<file path="src/rtl/uart_tx_arbiter.sv">
// Round-robin, packet-locked arbiter sharing one UART TX FIFO write port among NUM_REQ requesters.
// Define UART_ARB_STATS_EN to add per-requester byte counters and a timeout-event counter.
module uart_tx_arbiter #(
  parameter int NUM_REQ   = 4,
  parameter int MAX_BURST = 16,
  parameter int IDLE_TMO  = 64
) (
  input  logic                   clk,
  input  logic                   reset_n,
  input  logic [NUM_REQ-1:0]     req_valid,
  input  logic [8*NUM_REQ-1:0]   req_data,
  input  logic [NUM_REQ-1:0]     req_last,
  output logic [NUM_REQ-1:0]     req_ready,
  output logic [2:0]             grant_id,
  output logic                   busy,
  output logic [7:0]             w_data,
  output logic                   wr_uart,
  input  logic                   tx_full,
  output logic                   tmo_evt
`ifdef UART_ARB_STATS_EN
  ,
  output logic [16*NUM_REQ-1:0]  byte_cnt,
  output logic [7:0]             tmo_cnt_total
`endif
);

  localparam logic [7:0] BURST_LAST = 8'(MAX_BURST - 1);
  localparam logic [7:0] TMO_LAST   = 8'(IDLE_TMO - 1);

  typedef enum logic {IDLE, GRANT} state_t;

  state_t      state, state_nxt;
  logic [2:0]  last_grant;
  logic [7:0]  burst_cnt;
  logic [7:0]  tmo_cnt;

  logic [7:0]  valid_pad;
  logic [7:0]  last_pad;
  logic [63:0] data_pad;
  logic        valid_g;
  logic        last_g;
  logic [7:0]  data_g;

  logic [2:0]  pick;
  logic        any_valid;
  logic [3:0]  sum;

  logic        xfer;
  logic        release_g;
  logic        tmo_rel;

  function automatic logic [15:0] sat_inc16(input logic [15:0] v);
    return (v == 16'hFFFF) ? v : v + 16'd1;
  endfunction

  function automatic logic [7:0] sat_inc8(input logic [7:0] v);
    return (v == 8'hFF) ? v : v + 8'd1;
  endfunction

  // Pad to 8 requesters so a 3-bit grant index always selects in range.
  assign valid_pad = 8'(req_valid);
  assign last_pad  = 8'(req_last);
  assign data_pad  = 64'(req_data);
  assign valid_g   = valid_pad[grant_id];
  assign last_g    = last_pad[grant_id];
  assign data_g    = data_pad[{grant_id, 3'b000} +: 8];

  assign busy = (state == GRANT);

  // Round-robin search starting just after the previous owner.
  always_comb begin
    pick      = '0;
    any_valid = 1'b0;
    sum       = '0;
    for (int k = 1; k <= NUM_REQ; k++) begin
      sum = {1'b0, last_grant} + 4'(k);
      if (sum >= 4'(NUM_REQ)) sum = sum - 4'(NUM_REQ);
      if (!any_valid && valid_pad[sum[2:0]]) begin
        any_valid = 1'b1;
        pick      = sum[2:0];
      end
    end
  end

  always_comb begin
    state_nxt = state;
    xfer      = 1'b0;
    wr_uart   = 1'b0;
    w_data    = 8'h00;
    tmo_rel   = 1'b0;
    release_g = 1'b0;
    case (state)
      IDLE: begin
        if (any_valid) state_nxt = GRANT;
      end
      GRANT: begin
        xfer    = valid_g & ~tx_full;
        wr_uart = xfer;
        if (xfer) w_data = data_g;
        // A full FIFO is not idleness, so the timeout is frozen while tx_full.
        tmo_rel   = ~valid_g & ~tx_full & (tmo_cnt == TMO_LAST);
        release_g = (xfer & (last_g | (burst_cnt == BURST_LAST))) | tmo_rel;
        if (release_g) state_nxt = IDLE;
      end
      default: state_nxt = IDLE;
    endcase
  end

  for (genvar i = 0; i < NUM_REQ; i++) begin : g_ready
    assign req_ready[i] = busy & (grant_id == 3'(i)) & ~tx_full;
  end

  always_ff @(posedge clk or negedge reset_n) begin
    if (!reset_n) begin
      state      <= IDLE;
      grant_id   <= '0;
      last_grant <= 3'(NUM_REQ - 1);
      burst_cnt  <= '0;
      tmo_cnt    <= '0;
      tmo_evt    <= 1'b0;
    end else begin
      state   <= state_nxt;
      tmo_evt <= tmo_rel;
      if (state == IDLE && any_valid) grant_id <= pick;
      if (release_g) begin
        last_grant <= grant_id;
        burst_cnt  <= '0;
        tmo_cnt    <= '0;
      end else if (state == GRANT) begin
        if (xfer) burst_cnt <= burst_cnt + 8'd1;
        if (valid_g) tmo_cnt <= '0;
        else if (!tx_full) tmo_cnt <= tmo_cnt + 8'd1;
      end
    end
  end

`ifdef UART_ARB_STATS_EN
  for (genvar i = 0; i < NUM_REQ; i++) begin : g_stats
    logic [15:0] cnt;
    always_ff @(posedge clk or negedge reset_n) begin
      if (!reset_n) cnt <= '0;
      else if (xfer && grant_id == 3'(i)) cnt <= sat_inc16(cnt);
    end
    assign byte_cnt[16*i +: 16] = cnt;
  end

  always_ff @(posedge clk or negedge reset_n) begin
    if (!reset_n) tmo_cnt_total <= '0;
    else if (tmo_evt) tmo_cnt_total <= sat_inc8(tmo_cnt_total);
  end
`endif

endmodule

</file>
<file path="config.mk">
export PLATFORM = sky130hd
export DESIGN_NAME = uart_tx_arbiter
export DESIGN_NICKNAME = d
export VERILOG_FILES = /design/src/rtl/uart_tx_arbiter.sv
export SDC_FILE = /design/constraint.sdc
export NUM_CORES = 1
export LEC_CHECK = 0
export ABC_CLOCK_PERIOD_IN_PS = 3700
export BUFFER_PORTS_ARGS = -buffer_cell sky130_fd_sc_hd__clkbuf_2
export CORE_UTILIZATION = 42
export CTS_CLUSTER_SIZE = 16
export DETAILED_ROUTE_END_ITERATION = 10
export PLACE_DENSITY = 0.69
export SLEW_MARGIN = 15
export SYNTH_ARGS = -nofsm -noshare
export SYNTH_HDL_FRONTEND = slang
export SYNTH_SLANG_ARGS = --single-unit
</file>
<file path="constraint.sdc">
create_clock -name clk -period 3.7 [get_ports clk]
set_input_delay 0 -clock clk [delete_from_list [all_inputs] [get_ports clk]]
set_output_delay 0 -clock clk [all_outputs]
set_load 0.05 [all_outputs]
</file>
==> reports/results.txt <==
DRT iter0 DRCs -> 85
global-route wire length before repair -> 6.68 mm
DR vias -> 1,570
P per Cell Area -> 704 nW/µm²
Tot GR Track Use -> 0.195
crit path time final -> 2.78 ns
Worst path top cell family by delay -> multiplexers
CP required -> 3.85 ns
Critical Path End Type -> flip-flop
Synth warnings -> 0
die area -> 4430 µm²
Comb pwr share -> 0.587
RR Endpoint -> last_grant[2]$_DFFE_PN0N_
clock root buffer -> clkbuf_8
Fillers -> 376
initial antenna violation count -> 0
clock network fraction of design power -> 0.105
Starting Density -> 0.438
DP HPWL -> 3.07 mm
HP Start -> tx_full
drt pass-1 iters -> 7
grt ovf -> 0
Yosys cell types -> 41
Synth top cells by count -> 22 x dfrtp_1, 14 x and3_1, 14 x nand2_1
Buf/Inv on CP -> 0
Async SR Flop Fraction -> 1.00
area added between synthesis and finish -> 22.1%
Tot Pwr -> 0.00151 W
fin. max-slew vios -> 0
Synth area leader -> dfrtp_1
Final setup viols -> 0
final setup margin -> 0.922 ns
Sw Pwr -> 0.000733 W
Slew HR -> 0.407
worst stage delay on the critical path -> 0.78 ns
most frequent cell after synthesis -> dfrtp_1
Worst Path Arrival -> 2.93 ns
slowest CP cell -> dfrtp_1
Worst Hold Path EP -> tmo_cnt[2]$_DFFE_PN0P_
H-tree depth -> 1
TritonCTS clock tree -> yes
drt via density -> 5.67
Hold Path Cell Cnt -> 4
Routed wire per std cell -> 14.3 µm
final count of hold timing violations -> 0
post-synthesis area per instance -> 10.3 µm²
CP Launch Type -> flip-flop
TritonCTS Buffers -> 3
Mapped Cells -> 170
Int Power -> 0.000772 W
share of power burned in registers -> 0.309
diode count -> 0
top-area cell type share of the netlist area -> 0.314
Syn Nets -> 217
largest net degree at the start of global routing -> 25
Post CTS Setup Buffer Count -> 0
peak supply drop -> 0.000460 V
Place WS -> 0.901 ns
R2R Path Start -> grant_id[0]$_DFFE_PN0P_
R2R setup slack -> 0.92 ns
period utilization -> 0.751
CP Cell Sequence -> mux4_2 > nand2b_1 > and3_1 > o21bai_1 > mux2_2
Synth Cell Area -> 1750 µm²
height of the die -> 66.6 µm
clk buf depth -> 2
status -> finished with violations
number of global-route vias before repair -> 1,466
Detail Route Antenna Nets -> 0
Die X -> 66.6 µm
worst r2r path cells -> 5
violated checks -> DRC
RSZ-0062 raised after global routing -> false
flops & latches, synth -> 24
core area -> 4000 µm²
share of post-route cells with drive strength above 1 -> 0.366
Post-synth EDFFs -> 0
max_cap viols -> 0
WS Path Type -> reg2reg
worst-path fanout max -> 14
setup TNS -> 0 ns
Area contributors post-synth -> dfrtp_1 31%, mux4_2 14%, and3_1 5.0%, dfstp_2 3.0%, mux4_1 3.0%
Seq/Total Area, Yosys -> 0.344
Slew @ Worst Pin -> 0.888 ns
Final Skew -> 0.00477 ns
GPL Wtd Cong -> 0.818
Max Freq -> 360 MHz
Layout Nets -> 275
# DRC -> 1
I/O pin total -> 61
Clk Latency, worst-skew pair -> 0.26 ns
Rows -> 23
Post-Route WL -> 3.97 mm
Primary FF master, synth -> dfrtp_1
Sw Ratio -> 0.487
Worst-path clk slew -> 0.09 ns
Tightest Hold Check Type -> in2reg
P_leak -> 1.05 nW
clk sink count -> 24
Port Buffers -> 60
[kinds of logic (layout without fill, tap and decap cells)]
logic type,count (synthesis),count (layout),share of synthesized area
buf+inv,16,73,0.0371
xor+xnor,7,7,0.0350
fa+ha+maj,4,4,0.0286
mux,21,21,0.220
simple gates,65,65,0.197
flops,24,24,0.344
compound gates,33,33,0.138
[sequential cells by signal (all words and copies together) (netlist names)]
signal / cells
burst_cnt: 8
last_grant: 3
busy: 1
tmo_cnt: 8
grant_id: 3
tmo_evt: 1
[placed cells by master, fill, tap and decap left out, types with 3 or more instances in the layout]
cell type | synthesis | final
inv_1 | 7 | 7
xor2_1 | 5 | 5
nand2_1 | 14 | 14
o31ai_1 | 6 | 6
o21ai_0 | 5 | 5
a21oi_1 | 5 | 5
nand4_1 | 3 | 3
nand3_1 | 4 | 4
mux2_2 | 4 | 4
nor2b_1 | 4 | 4
clkbuf_8 | 0 | 3
and3_1 | 14 | 14
a2bb2oi_1 | 4 | 4
nor4_1 | 3 | 3
mux2i_1 | 4 | 4
nor2_1 | 10 | 10
ha_1 | 4 | 4
nand2b_1 | 6 | 6
dfrtp_1 | 22 | 22
mux4_2 | 11 | 11
clkbuf_2 | 0 | 60
[layer usage]
| layer | track usage | vias up | part of all wire |
|---|---|---|---|
| met5 | 0 | - | 0 |
| met4 | 0.0532 | 0 | 0 |
| met3 | 0.0188 | 0 | 0.024 |
| met2 | 0.342 | 34 | 0.53 |
| met1 | 0.253 | 774 | 0.45 |
| li1 | - | 762 | - |
[final cells by class]
type	instances	area [µm²]	share of cell area
Inverter	7	26.3	0.0123
Clock buffer	4	45.0	0.0211
Sequential cell	24	603	0.282
Timing Repair Buffer	62	318	0.149
Multi-Input combinational cell	130	1080	0.507
Tap cell	50	62.6	0.0293
[worst reg2reg max path, stage by stage (launching register included)]
cell and delay, ns:
dfrtp_1 0.78, mux4_2 0.72, nand2b_1 0.16, and3_1 0.19, o21bai_1 0.41, mux2_2 0.42
[power groups by stage]
stage                     registers [W]  clock network (W)  logic, W
after detailed placement       0.000470                  0  0.000882
after CTS                      0.000466           0.000157  0.000885
after floorplan                0.000428                  0  0.000745
after global placement         0.000467                  0  0.000878
final                          0.000465           0.000157  0.000883
after global routing           0.000483           0.000171  0.000952
[worst max path at each step]
stage | cells after the start | from | slack (ns) | endpoint
after global routing | 5 | grant_id[0]$_DFFE_PN0P_ | 0.74 | last_grant[2]$_DFFE_PN0N_
final | 5 | grant_id[0]$_DFFE_PN0P_ | 0.92 | last_grant[2]$_DFFE_PN0N_
after detailed placement | 5 | grant_id[0]$_DFFE_PN0P_ | 0.90 | last_grant[2]$_DFFE_PN0N_
after floorplan | 3 | grant_id[0]$_DFFE_PN0P_ | 0.80 | req_ready[1]
after global placement | 5 | grant_id[0]$_DFFE_PN0P_ | 0.96 | last_grant[2]$_DFFE_PN0N_
after CTS | 5 | grant_id[0]$_DFFE_PN0P_ | 0.89 | last_grant[2]$_DFFE_PN0N_
[what timing repair did]
item / 4_1_cts / 5_1_grt
hold endpoints to repair: 22 / 0
hold buffers: 1 / 0
resized for setup: 0 / 0
[stage by stage]
step | util | cell area, µm² | hold WS, ns | instances
after global routing | 0.535 | 2140 | 0.317 | 277
after global placement | 0.521 | 2080 | 0.0332 | 272
final | 0.535 | 2140 | 0.246 | 277
after detailed placement | 0.521 | 2080 | 0.0225 | 272
after CTS | 0.535 | 2140 | 0.258 | 277
after floorplan | - | 1750 | -0.296 | 170
No activity file was read; power rests on OpenSTA's default activity.
